$ cat src/rtl/alu_seq_pkg.sv
// Shared encodings and saturation constants for the registered ALU and its iterative multiplier.
package alu_seq_pkg;

    typedef enum logic [1:0] {
        OP_ADD  = 2'b00,
        OP_SUB  = 2'b01,
        OP_MUL  = 2'b10,
        OP_PASS = 2'b11
    } op_e;

    typedef enum logic {
        S_IDLE = 1'b0,
        S_MUL  = 1'b1
    } state_e;

    function automatic int sat_pos(input int sat_w);
        return (1 << (sat_w - 1)) - 1;
    endfunction

    // The asymmetric clamp keeps the legacy 0xF802 floor of the old combinational ALU.
    function automatic int sat_neg(input int sat_w, input int sym);
        if (sym != 0)
            return -(1 << (sat_w - 1));
        return -(1 << (sat_w - 1)) + 2;
    endfunction

endpackage

$ cat src/rtl/alu_seq_if.sv
// Request/result bundle between the operand muxes and the ALU.
interface alu_seq_if #(
    parameter int DW = 16
);
    logic          start;
    logic [1:0]    op;
    logic [1:0]    sh;
    logic          sat;
    logic          acc_en;
    logic          acc_clr;
    logic [DW-1:0] src0;
    logic [DW-1:0] src1;
    logic [DW-1:0] dst;
    logic          valid;
    logic          busy;
    logic          ovf;

    modport master (
        output start, op, sh, sat, acc_en, acc_clr, src0, src1,
        input  dst, valid, busy, ovf
    );

    modport slave (
        input  start, op, sh, sat, acc_en, acc_clr, src0, src1,
        output dst, valid, busy, ovf
    );
endinterface

$ cat src/rtl/alu_seq_mult.sv
// Radix-2 signed shift-add multiplier: N iterations after i_start, o_done pulses once the product is final.
module alu_seq_mult #(
    parameter int N = 15
) (
    input  logic                  clk,
    input  logic                  rst,
    input  logic                  i_start,
    input  logic signed [N-1:0]   i_a,
    input  logic signed [N-1:0]   i_b,
    output logic signed [2*N-1:0] o_prod,
    output logic                  o_done
);
    localparam int CW = (N > 1) ? $clog2(N) : 1;
    localparam logic [CW-1:0] LAST = CW'(N - 1);

    logic signed [2*N-1:0] r_acc;
    logic signed [2*N-1:0] r_mcand;
    logic [N-1:0]          r_mplier;
    logic [CW-1:0]         r_cnt;
    logic                  r_run;
    logic                  r_done;

    always_ff @(posedge clk or posedge rst) begin
        if (rst) begin
            r_run  <= 1'b0;
            r_done <= 1'b0;
            r_cnt  <= '0;
        end else begin
            r_done <= 1'b0;
            if (i_start) begin
                r_run <= 1'b1;
                r_cnt <= '0;
            end else if (r_run) begin
                r_cnt <= r_cnt + CW'(1);
                if (r_cnt == LAST) begin
                    r_run  <= 1'b0;
                    r_done <= 1'b1;
                end
            end
        end
    end

    // The multiplier sign bit carries weight -2^(N-1), so the last partial product is subtracted.
    always_ff @(posedge clk) begin
        if (i_start) begin
            r_acc    <= '0;
            r_mcand  <= {{N{i_a[N-1]}}, i_a};
            r_mplier <= i_b;
        end else if (r_run) begin
            if (r_mplier[0])
                r_acc <= (r_cnt == LAST) ? (r_acc - r_mcand) : (r_acc + r_mcand);
            r_mcand  <= r_mcand <<< 1;
            r_mplier <= r_mplier >> 1;
        end
    end

    assign o_prod = r_acc;
    assign o_done = r_done;

endmodule

$ cat src/rtl/alu_seq.sv
// Registered add/sub/pass with pre-scale and saturation, plus an iterative fractional multiply and accumulator.
module alu_seq
    import alu_seq_pkg::*;
#(
    parameter int DW      = 16,
    parameter int SAT_W   = 12,
    parameter int FRAC    = 12,
    parameter int SAT_SYM = 0
) (
    input logic       clk,
    input logic       rst,
    alu_seq_if.slave  io_bus
);
    localparam int MW = DW - 1;
    localparam int PW = 2 * MW;
    localparam logic signed [DW-1:0] ADD_POS = DW'(sat_pos(SAT_W));
    localparam logic signed [DW-1:0] ADD_NEG = DW'(sat_neg(SAT_W, SAT_SYM));
    localparam logic [DW-1:0] MUL_POS = {2'b00, {(DW-2){1'b1}}};
    localparam logic [DW-1:0] MUL_NEG = {2'b11, {(DW-2){1'b0}}};

    function automatic logic [DW:0] add_sat(input op_e op, input logic signed [DW-1:0] a,
                                            input logic signed [DW-1:0] b, input logic sat);
        logic signed [DW-1:0] r;
        case (op)
            OP_SUB:  r = b - a;
            OP_PASS: r = a;
            default: r = b + a;
        endcase
        if (sat && (r > ADD_POS))
            return {1'b1, ADD_POS};
        if (sat && (r < ADD_NEG))
            return {1'b1, ADD_NEG};
        return {1'b0, r};
    endfunction

    // Bits above the kept slice must all match the sign, otherwise the fraction-scaled result overflows.
    function automatic logic [DW:0] mul_sat(input logic signed [PW-1:0] p);
        logic [DW-FRAC-1:0] hi;
        hi = p[PW-1:FRAC+DW-2];
        if ((&hi) || !(|hi))
            return {1'b0, p[FRAC+DW-1:FRAC]};
        return p[PW-1] ? {1'b1, MUL_NEG} : {1'b1, MUL_POS};
    endfunction

    state_e               r_state;
    state_e               w_state_next;
    logic                 w_accept;
    logic                 w_mul_go;
    logic                 w_mul_done;
    logic [DW-1:0]        w_s0;
    logic [DW-1:0]        w_bsel;
    logic signed [PW-1:0] w_prod;
    logic [DW:0]          w_res;
    logic                 w_vld_next;

    op_e                  r_op_p0;
    logic [DW-1:0]        r_a_p0;
    logic [DW-1:0]        r_b_p0;
    logic                 r_sat_p0;
    logic                 r_vld_p0;

    logic [DW-1:0]        r_dst_p1;
    logic                 r_ovf_p1;
    logic                 r_vld_p1;
    logic [DW-1:0]        r_acc;

    assign w_accept = io_bus.start && (r_state == S_IDLE);
    assign w_mul_go = w_accept && (io_bus.op == OP_MUL);
    assign w_s0     = io_bus.src0 << io_bus.sh;
    assign w_bsel   = !io_bus.acc_en ? io_bus.src1 : (io_bus.acc_clr ? '0 : r_acc);

    // Stage p0: operand latch for the single-cycle add path
    always_ff @(posedge clk or posedge rst) begin
        if (rst)
            r_vld_p0 <= 1'b0;
        else
            r_vld_p0 <= w_accept && (io_bus.op != OP_MUL);
    end

    always_ff @(posedge clk) begin
        if (w_accept) begin
            r_op_p0  <= op_e'(io_bus.op);
            r_a_p0   <= w_s0;
            r_b_p0   <= w_bsel;
            r_sat_p0 <= io_bus.sat;
        end
    end

    alu_seq_mult #(
        .N (MW)
    ) u_mult (
        .clk     (clk),
        .rst     (rst),
        .i_start (w_mul_go),
        .i_a     (w_s0[DW-2:0]),
        .i_b     (w_bsel[DW-2:0]),
        .o_prod  (w_prod),
        .o_done  (w_mul_done)
    );

    always_ff @(posedge clk or posedge rst) begin
        if (rst)
            r_state <= S_IDLE;
        else
            r_state <= w_state_next;
    end

    always_comb begin
        w_state_next = r_state;
        case (r_state)
            S_IDLE:  if (w_mul_go) w_state_next = S_MUL;
            S_MUL:   if (w_mul_done) w_state_next = S_IDLE;
            default: w_state_next = S_IDLE;
        endcase
    end

    // Add results and multiply completions never coincide: adds are only accepted while idle.
    always_comb begin
        w_res      = '0;
        w_vld_next = 1'b0;
        if (r_vld_p0) begin
            w_res      = add_sat(r_op_p0, r_a_p0, r_b_p0, r_sat_p0);
            w_vld_next = 1'b1;
        end else if (w_mul_done) begin
            w_res      = mul_sat(w_prod);
            w_vld_next = 1'b1;
        end
    end

    // Stage p1: result registers and accumulator
    always_ff @(posedge clk or posedge rst) begin
        if (rst) begin
            r_dst_p1 <= '0;
            r_ovf_p1 <= 1'b0;
            r_vld_p1 <= 1'b0;
        end else begin
            r_vld_p1 <= w_vld_next;
            if (w_vld_next) begin
                r_dst_p1 <= w_res[DW-1:0];
                r_ovf_p1 <= w_res[DW];
            end
        end
    end

    always_ff @(posedge clk or posedge rst) begin
        if (rst)
            r_acc <= '0;
        else if (io_bus.acc_clr)
            r_acc <= '0;
        else if (w_vld_next)
            r_acc <= w_res[DW-1:0];
    end

    assign io_bus.dst   = r_dst_p1;
    assign io_bus.valid = r_vld_p1;
    assign io_bus.ovf   = r_ovf_p1;
    assign io_bus.busy  = (r_state == S_MUL);

endmodule

$ cat src/flat_wrapper.sv
// flat-port wrapper written by rule: the top's interface ports become plain ports
module alu_seq_flat import alu_seq_pkg::*;
#(
    parameter int DW      = 16,
    parameter int SAT_W   = 12,
    parameter int FRAC    = 12,
    parameter int SAT_SYM = 0
)
  (clk, rst, io_bus_start, io_bus_op, io_bus_sh, io_bus_sat, io_bus_acc_en, io_bus_acc_clr, io_bus_src0, io_bus_src1, io_bus_dst, io_bus_valid, io_bus_busy, io_bus_ovf);
  alu_seq_if #(.DW(DW)) io_bus_i ();
  input logic clk;
  input logic rst;
  input wire logic [$bits(io_bus_i.start)-1:0] io_bus_start;
  input wire logic [$bits(io_bus_i.op)-1:0] io_bus_op;
  input wire logic [$bits(io_bus_i.sh)-1:0] io_bus_sh;
  input wire logic [$bits(io_bus_i.sat)-1:0] io_bus_sat;
  input wire logic [$bits(io_bus_i.acc_en)-1:0] io_bus_acc_en;
  input wire logic [$bits(io_bus_i.acc_clr)-1:0] io_bus_acc_clr;
  input wire logic [$bits(io_bus_i.src0)-1:0] io_bus_src0;
  input wire logic [$bits(io_bus_i.src1)-1:0] io_bus_src1;
  output wire logic [$bits(io_bus_i.dst)-1:0] io_bus_dst;
  output wire logic [$bits(io_bus_i.valid)-1:0] io_bus_valid;
  output wire logic [$bits(io_bus_i.busy)-1:0] io_bus_busy;
  output wire logic [$bits(io_bus_i.ovf)-1:0] io_bus_ovf;
  assign io_bus_i.start = io_bus_start;
  assign io_bus_i.op = io_bus_op;
  assign io_bus_i.sh = io_bus_sh;
  assign io_bus_i.sat = io_bus_sat;
  assign io_bus_i.acc_en = io_bus_acc_en;
  assign io_bus_i.acc_clr = io_bus_acc_clr;
  assign io_bus_i.src0 = io_bus_src0;
  assign io_bus_i.src1 = io_bus_src1;
  assign io_bus_dst = io_bus_i.dst;
  assign io_bus_valid = io_bus_i.valid;
  assign io_bus_busy = io_bus_i.busy;
  assign io_bus_ovf = io_bus_i.ovf;
  alu_seq #(.DW(DW), .SAT_W(SAT_W), .FRAC(FRAC), .SAT_SYM(SAT_SYM)) u_core (.clk(clk), .rst(rst), .io_bus(io_bus_i));
endmodule
$ cat config.mk
export PLATFORM = sky130hd
export DESIGN_NAME = alu_seq_flat
export DESIGN_NICKNAME = d
export VERILOG_FILES = /design/src/rtl/alu_seq_pkg.sv /design/src/rtl/alu_seq_if.sv /design/src/rtl/alu_seq_mult.sv /design/src/rtl/alu_seq.sv /design/src/flat_wrapper.sv
export SDC_FILE = /design/constraint.sdc
export NUM_CORES = 1
export LEC_CHECK = 0
export CAP_MARGIN = 20
export CORE_UTILIZATION = 30
export CTS_CLUSTER_DIAMETER = 40
export DETAILED_ROUTE_END_ITERATION = 12
export PLACE_DENSITY = 0.45
export SLEW_MARGIN = 10
export SYNTH_ARGS = -nofsm -noshare
export SYNTH_HDL_FRONTEND = slang
export SYNTH_HIERARCHICAL = 1
export SYNTH_SLANG_ARGS = --single-unit
export TNS_END_PERCENT = 100
$ cat constraint.sdc
create_clock -name clk -period 10.8 [get_ports clk]
set_input_delay 1.62 -clock clk [delete_from_list [all_inputs] [get_ports clk]]
set_output_delay 1.62 -clock clk [all_outputs]
set_load 0.1 [all_outputs]
# After elaboration in Yosys (flattened, before gate mapping)
# Cells that the tools add are included.
dict set report classes {
  addsub 5
  magnitude_cmp 2
  eq_ne 5
  shifts 1
  muxes 41
  bitwise 1
  n_reduce_logical 12
}
# cell n
set op_table {}
lappend op_table {{2-to-1 mux 17 bit} 8}
lappend op_table {{2-to-1 mux 16 bit} 6}
lappend op_table {{2-to-1 mux 30 bit} 3}
lappend op_table {{case mux 16 bit (2 select lines)} 1}
lappend op_table {{adder 30 bit} 1}
lappend op_table {{2-to-1 mux 15 bit} 2}
lappend op_table {{subtractor 30 bit} 1}
lappend op_table {{2-to-1 mux 1 bit} 18}
lappend op_table {{adder 16 bit} 1}
lappend op_table {{greater-than comparator 16 x 12 -> 1 bit, second input constant} 1}
lappend op_table {{less-than comparator 16 x 12 -> 1 bit, second input constant} 1}
lappend op_table {{<< shifter 16 x 2 -> 16 bit} 1}
lappend op_table {{subtractor 16 bit} 1}
lappend op_table {{2-to-1 mux 4 bit} 2}
lappend op_table {{logical AND 1 bit} 5}
lappend op_table {{adder 4 x 1 -> 4 bit, second input constant} 1}
lappend op_table {{== test 2 bit, second input constant} 2}
lappend op_table {{== test 4 bit, second input constant} 1}
lappend op_table {{AND reduction 4 bit} 1}
lappend op_table {{nonzero test 2 bit} 2}
lappend op_table {{OR reduction 4 bit} 1}
lappend op_table {{== test 2 x 1 -> 1 bit, second input constant} 1}
lappend op_table {{inequality test 2 bit, second input constant} 1}
lappend op_table {{case mux 1 bit (2 select lines)} 1}
lappend op_table {{other kinds (4)} 4}
dict set report word_totals {
  ff_bits 152
  input_bits 42
  out_inout_bits 19
  wordCells 83
}

# Longest topological paths before layout
dict set report logic_depth {
  depth_word 14
  ltp_mapped 19
  ltp_nobuf 17
}

# Modules after synthesis
# The synthesis kept the hierarchy.
# module n_inst cells_per_inst area_per_inst_um2 seq_area_each_um2
set modules_own_cells {}
lappend modules_own_cells {alu_seq_mult 1 569 5361.4 2102.0}
lappend modules_own_cells {alu_seq 1 506 4827.1 1951.9}

# Least setup slack after synthesis
# No wires, ideal clock.
dict set report synth_path {
  path_kind {input to register}
  startpoint {input port io_bus_start}
  endpoint {register u_core.u_mult.r_mcand[0] (enable)}
  setup_ps 383
  t_arrival_ps 4819
  required_time_ps 10417
  path_slack_ps 5599
  path_stages 5
  path_buffers 2
  cell_sequence {nor2b_1 > and2_1 > clkbuf_1 > clkbuf_1 > or2_2}
}
dict set report synth_between {
  elab_chain_cells 3
}
# element line_no
set synth_lines {}
lappend synth_lines {{from (decl)} flat_wrapper.sv:13} ;# input wire logic [$bits(io_bus_i.start)-1:0] io_bus_start;
lappend synth_lines {{logical AND 1 bit} alu_seq.sv:67} ;# assign w_accept = io_bus.start && (r_state == S_IDLE);
lappend synth_lines {{logical AND 1 bit} alu_seq.sv:68} ;# assign w_mul_go = w_accept && (io_bus.op == OP_MUL);
lappend synth_lines {{via u_core.w_mul_go} alu_seq.sv:48} ;# logic w_mul_go;
lappend synth_lines {{nonzero test 2 bit (no source line)} --}
lappend synth_lines {{to (signal assigned)} alu_seq_mult.sv:47} ;# r_mcand <= {{N{i_a[N-1]}}, i_a};
lappend synth_lines {{to (signal assigned)} alu_seq_mult.sv:52} ;# r_mcand <= r_mcand <<< 1;
lappend synth_lines {{to (decl)} alu_seq_mult.sv:17} ;# logic signed [2*N-1:0] r_mcand;
# The timed path passes the listed nets, and every way through them passes these cells.
# A chain may end at the register's enable or synchronous reset.

# Worst setup path in the final report
dict set report layout_path {
  startpoint {register u_core.r_a_p0[4]}
  endpoint {register u_core.r_acc[9]}
}
dict set report layout_between {
  elab_chain_cells 13
}
# element line_no
set layout_lines {}
lappend layout_lines {{from (decl)} alu_seq.sv:57} ;# logic [DW-1:0] r_a_p0;
lappend layout_lines {{from (signal assigned)} alu_seq.sv:83} ;# r_a_p0 <= w_s0;
lappend layout_lines {{adder 16 bit / subtractor 16 bit (equally long branches)} {alu_seq.sv:27, alu_seq.sv:25}}
lappend layout_lines {{case mux 16 bit (2 select lines) (*)} alu_seq.sv:24} ;# case (op)
lappend layout_lines {{2-to-1 mux 16 bit (*)} alu_seq.sv:121} ;# if (r_vld_p0) begin
lappend layout_lines {{less-than comparator 16 x 12 -> 1 bit} alu_seq.sv:31} ;# if (sat && (r < ADD_NEG))
lappend layout_lines {{logical AND 1 bit} alu_seq.sv:31}
lappend layout_lines {{2-to-1 mux 1 bit (2 in a row)} alu_seq.sv:31}
lappend layout_lines {{2-to-1 mux 1 bit} alu_seq.sv:121}
lappend layout_lines {{2-to-1 mux 17 bit} alu_seq.sv:33} ;# return {1'b0, r};
lappend layout_lines {{2-to-1 mux 17 bit (*)} alu_seq.sv:31}
lappend layout_lines {{2-to-1 mux 17 bit (*)} alu_seq.sv:121}
lappend layout_lines {{2-to-1 mux 16 bit (*)} alu_seq.sv:150} ;# else if (w_vld_next)
lappend layout_lines {{2-to-1 mux 16 bit (*)} alu_seq.sv:148} ;# else if (io_bus.acc_clr)
lappend layout_lines {{to (signal assigned)} alu_seq.sv:151} ;# r_acc <= w_res[DW-1:0];
lappend layout_lines {{to (decl)} alu_seq.sv:65} ;# logic [DW-1:0] r_acc;
# Mark *: on every way between the ends. The rest lies on a longest branch, timed or not. The select of a mux whose other input is x is not followed.

==> summary.md <==
| Metric | Value |
|---|---|
| Syn Nets | `1167` |
| All-Layer GR Usage | `between 10% and 20%` |
| Placed Area | `11200 µm²` |
| Ratio of cells with drive above 1 in the final layout | `roughly a tenth` |
| Reg2Reg Capture Point | `u_core/r_acc[9]$_DFFE_PP0P_` |
| Pwr Density | `361 nW/µm²` |
| Minimum clock period | `slightly above 5 ns` |
| DRC errors left | `0` |
| IO Pins | `slightly above 60` |
| EDFF count, synth | `80` |
| H-tree depth | `4` |
| First-pass GRT wire length | `roughly 48 mm` |
| R2R depth | `14` |
| Detailed Place HPWL | `23.3 mm` |
| Design Area, Final | `roughly 12000 µm²` |
| Crit path launch type | `flip-flop` |
| TritonCTS clock tree | `built` |
| Synth Area in Simple Gates | `~15%` |
| Cells along the critical path | `or3_2 > or3_1 > o41ai_1 > nand2_1 > xnor2_1 > ha_1 > a21oi_1 > o21ai_0 > a31o_1 > or3_1 > and3_1 > or4b_4 > a21oi_2 > a21boi_0` |
| Post-synthesis compound-gate area fraction | `20.8%` |
| Max Slew Vio Count | `0` |
| Top cells by count, synth | `128 x nand2_1, 94 x o21ai_0, 80 x edfxtp_1` |
| Antenna-violating nets left | `0` |
| Clock root buffer | `clkbuf_16` |
| Sink Count | `roughly 150` |
| Final setup viols | `0` |
| Routed via count divided by cell count | `~5.2` |
| Worst Skew | `roughly 0.013 ns` |
| Cell with the most instances after synthesis | `nand2_1` |
| Hold buffers post-CTS | `0` |
| Initial DRC count | `between 700 and 800` |
| Total number of vias | `slightly above 8k` |
| Tot Pwr | `between 4 and 5 mW` |
| Slew Limit Headroom | `between 20% and 30%` |
| Yosys warnings | `6` |
| Crit-path max FO | `13` |
| Largest net degree at the start of global routing | `47` |
| Mapped Area | `10200 µm²` |
| Post-synth cell types | `slightly below 90` |
| Max Buffers Root-to-Sink | `2` |
| Cells after Synth | `roughly 1.1k` |
| # Post-CTS Setup Buffers | `0` |
| Clock buffer count from CTS | `17` |
| Area delta synth->final | `15.7%` |
| Slowest CP cell | `a21oi_2` |
| Most used cell, CP | `or3_1` |
| WP data arrival | `5.38 ns` |
| Worst Path Required | `roughly 11 ns` |
| Critical path class | `reg2reg` |
| Sequential cell area fraction in the yosys report | `about 40%` |
| Top cells by area, synth | `edfxtp_1 24%, dfrtp_1 10%, dfxtp_1 5.9%, ha_1 5.9%, nand2_1 4.7%` |
| Slew @ Worst Pin | `1.08 ns` |
| Beginning of the critical path | `u_core/r_a_p0[4]$_DFFE_PP_` |
| Clock Latency Late Sink | `~0.43 ns` |
| Flops & latches, synth | `152` |
| VDD IR max | `~0.17 mV` |
| Cell leakage power | `between 4 and 5 nW` |
| Crit path to | `u_core/r_acc[9]$_DFFE_PP0P_` |
| Synth top area share | `between 20% and 30%` |
| Initial cell density of the core | `a little under a third` |
| Hold Path Class | `reg2reg` |
| Reg2Reg Launch Point | `u_core/r_a_p0[4]$_DFFE_PP_` |
| Post-Synth XOR/XNOR Area | `under 10%` |
| Status | `completed` |
| Clock slew at reported path FFs | `approximately 0.07 ns` |
| Synthesized area per cell | `approximately 9.5 µm²` |
| Async SR Flop Fraction | `about 28%` |
| Final core utilization | `a little over a third` |
| Die X-Extent | `between 150 and 200 µm` |
| RePlAce Congestion | `approximately 0.86` |
| Slowest cell delay on critical path | `between 0.6 and 0.7 ns` |
| Placement row count | `67` |
| Grt total ovfl | `0` |
| Main combinational cell family by area after synthesis | `compound AO/OA/AOI/OAI gates` |
| Synth Area in Adders | `under 10%` |
| Min Hold Slack | `approximately 0.46 ns` |
| Period utilization | `47.4%` |
| WL/cell | `roughly 19 µm` |
| Nets | `approximately 1.2k` |
| Multiplexer area fraction after synthesis | `under 10%` |
| DRT Pass-1 Iters | `5` |
| Max Cap Violations | `0` |
| Final Hold Viols | `0` |
| Vias in the first global route | `8102` |
| RSZ-0062 raised after global routing | `no` |
| CP endpoint kind | `flip-flop` |
| Area leader, netlist | `edfxtp_1` |
| Total core area | `33400 µm²` |
| Achievable Freq | `about 200 MHz` |
| Die Y | `between 150 and 200 µm` |
| DRT Wirelength | `a little over 30 mm` |
| Setup TNS | `0 ns` |
| Top_reg_cell synth | `edfxtp_1` |
| I/O Buffers | `60` |
| Post-cts sizing count | `0` |
| # diodes | `0` |
| Die area | `about 35000 µm²` |
| Initial antenna violation count | `0` |
| R2R setup slack | `5.68 ns` |
[layout by cell type (no fill, tap or decap), types with 9 or more instances in the layout]
master,n
a21oi_1,79
nand2b_1,12
o21ai_0,94
dfrtp_1,42
edfxtp_1,80
nor2_1,54
dfxtp_1,30
ha_1,48
nor2b_1,12
clkdlybuf4s50_1,60
a21o_1,21
nand3_1,19
o21bai_1,9
inv_1,60
mux2_2,27
nor3_1,17
o31ai_1,15
mux4_2,12
o2111ai_1,10
nand2_1,128
xor2_1,30
xnor2_1,45
o21a_1,9
and3_1,10
a31oi_1,10
mux2i_1,12
a211oi_1,10
clkbuf_16,17
[per-stage QoR]
step	std cells	setup slack (ns)
floorplan	1075	5.60
global placement	1540	5.52
detailed placement	1540	5.48
CTS	1572	5.68
global route	1574	5.39
finish	1574	5.68
[sequential cells by signal, summed over array words and instances, names as in the netlist, 2 cells and up]
name and cells:
u_core/u_mult/r_mcand 30, u_core/io_bus.dst 16, u_core/r_b_p0 16, u_core/u_mult/o_prod 30, u_core/r_acc 16, u_core/r_op_p0 2, u_core/r_a_p0 16, u_core/u_mult/r_mplier 15
u_core/u_mult/r_cnt 4
[final cells by class]
class                      instances  area (µm²)
fill                            3428       21700
multi-input combinational        812        5700
sequential                       152        4050
timing repair buffer              69         678
tap                              448         561
clock buffer                      18         429
inverter                          61         229
clock inverter                    14         138
[power breakdown]
part	total (mW)	internal (mW)	switching, mW
clock network	0.575	0.304	0.271
registers	1.10	0.906	0.197
logic	2.57	0.979	1.59
total	4.25	2.19	2.06
[worst min-delay path by stage]
| stage | cells past startpoint | end | slack, ns | from |
|---|---|---|---|---|
| 5_1_grt | 2 | u_core/u_mult/o_prod[8]$_SDFFE_PP0P_ | 0.48 | u_core/u_mult/o_prod[8]$_SDFFE_PP0P_ |
| 3_5_place_dp | 2 | u_core/u_mult/o_prod[3]$_SDFFE_PP0P_ | 0.46 | u_core/u_mult/o_prod[3]$_SDFFE_PP0P_ |
| 6_report | 2 | u_core/u_mult/o_prod[7]$_SDFFE_PP0P_ | 0.46 | u_core/u_mult/o_prod[7]$_SDFFE_PP0P_ |
| 3_3_place_gp | 2 | u_core/u_mult/o_prod[7]$_SDFFE_PP0P_ | 0.45 | u_core/u_mult/o_prod[7]$_SDFFE_PP0P_ |
| 4_1_cts | 2 | u_core/u_mult/o_prod[3]$_SDFFE_PP0P_ | 0.47 | u_core/u_mult/o_prod[3]$_SDFFE_PP0P_ |
| 2_1_floorplan | 2 | u_core/u_mult/o_prod[3]$_SDFFE_PP0P_ | 0.44 | u_core/u_mult/o_prod[3]$_SDFFE_PP0P_ |
[logic make-up after synthesis]
| group | count (synthesis) |
|---|---|
| muxes | 52 |
| AOI/OAI and AO/OA | 323 |
| DFF | 152 |
| adders and majority gates | 50 |
| buffers and inverters | 111 |
| xor gates and xnor gates | 75 |
| and+or+nand+nor | 312 |
[per-layer routing]
| layer | vias to the layer above | GRT usage [%] | wire length (µm) |
|---|---|---|---|
| met3 | 37 | 2.78 | 1130 |
| met2 | 183 | 30.0 | 14200 |
| met5 | - | 0 | 0 |
| met1 | 3911 | 24.5 | 14400 |
| li1 | 4012 | - | - |
| met4 | 0 | 6.75 | 834 |
[worst max-delay path: cells and delay by family, from the launching register on]
kind,cells,cell delay [ns]
xor gates and xnor gates,1,0.17
adders and majority gates,1,0.39
DFF,1,0.47
AOI/OAI and AO/OA,6,1.79
and+or+nand+nor,6,2.14
No activity file was read; power rests on OpenSTA's default activity.
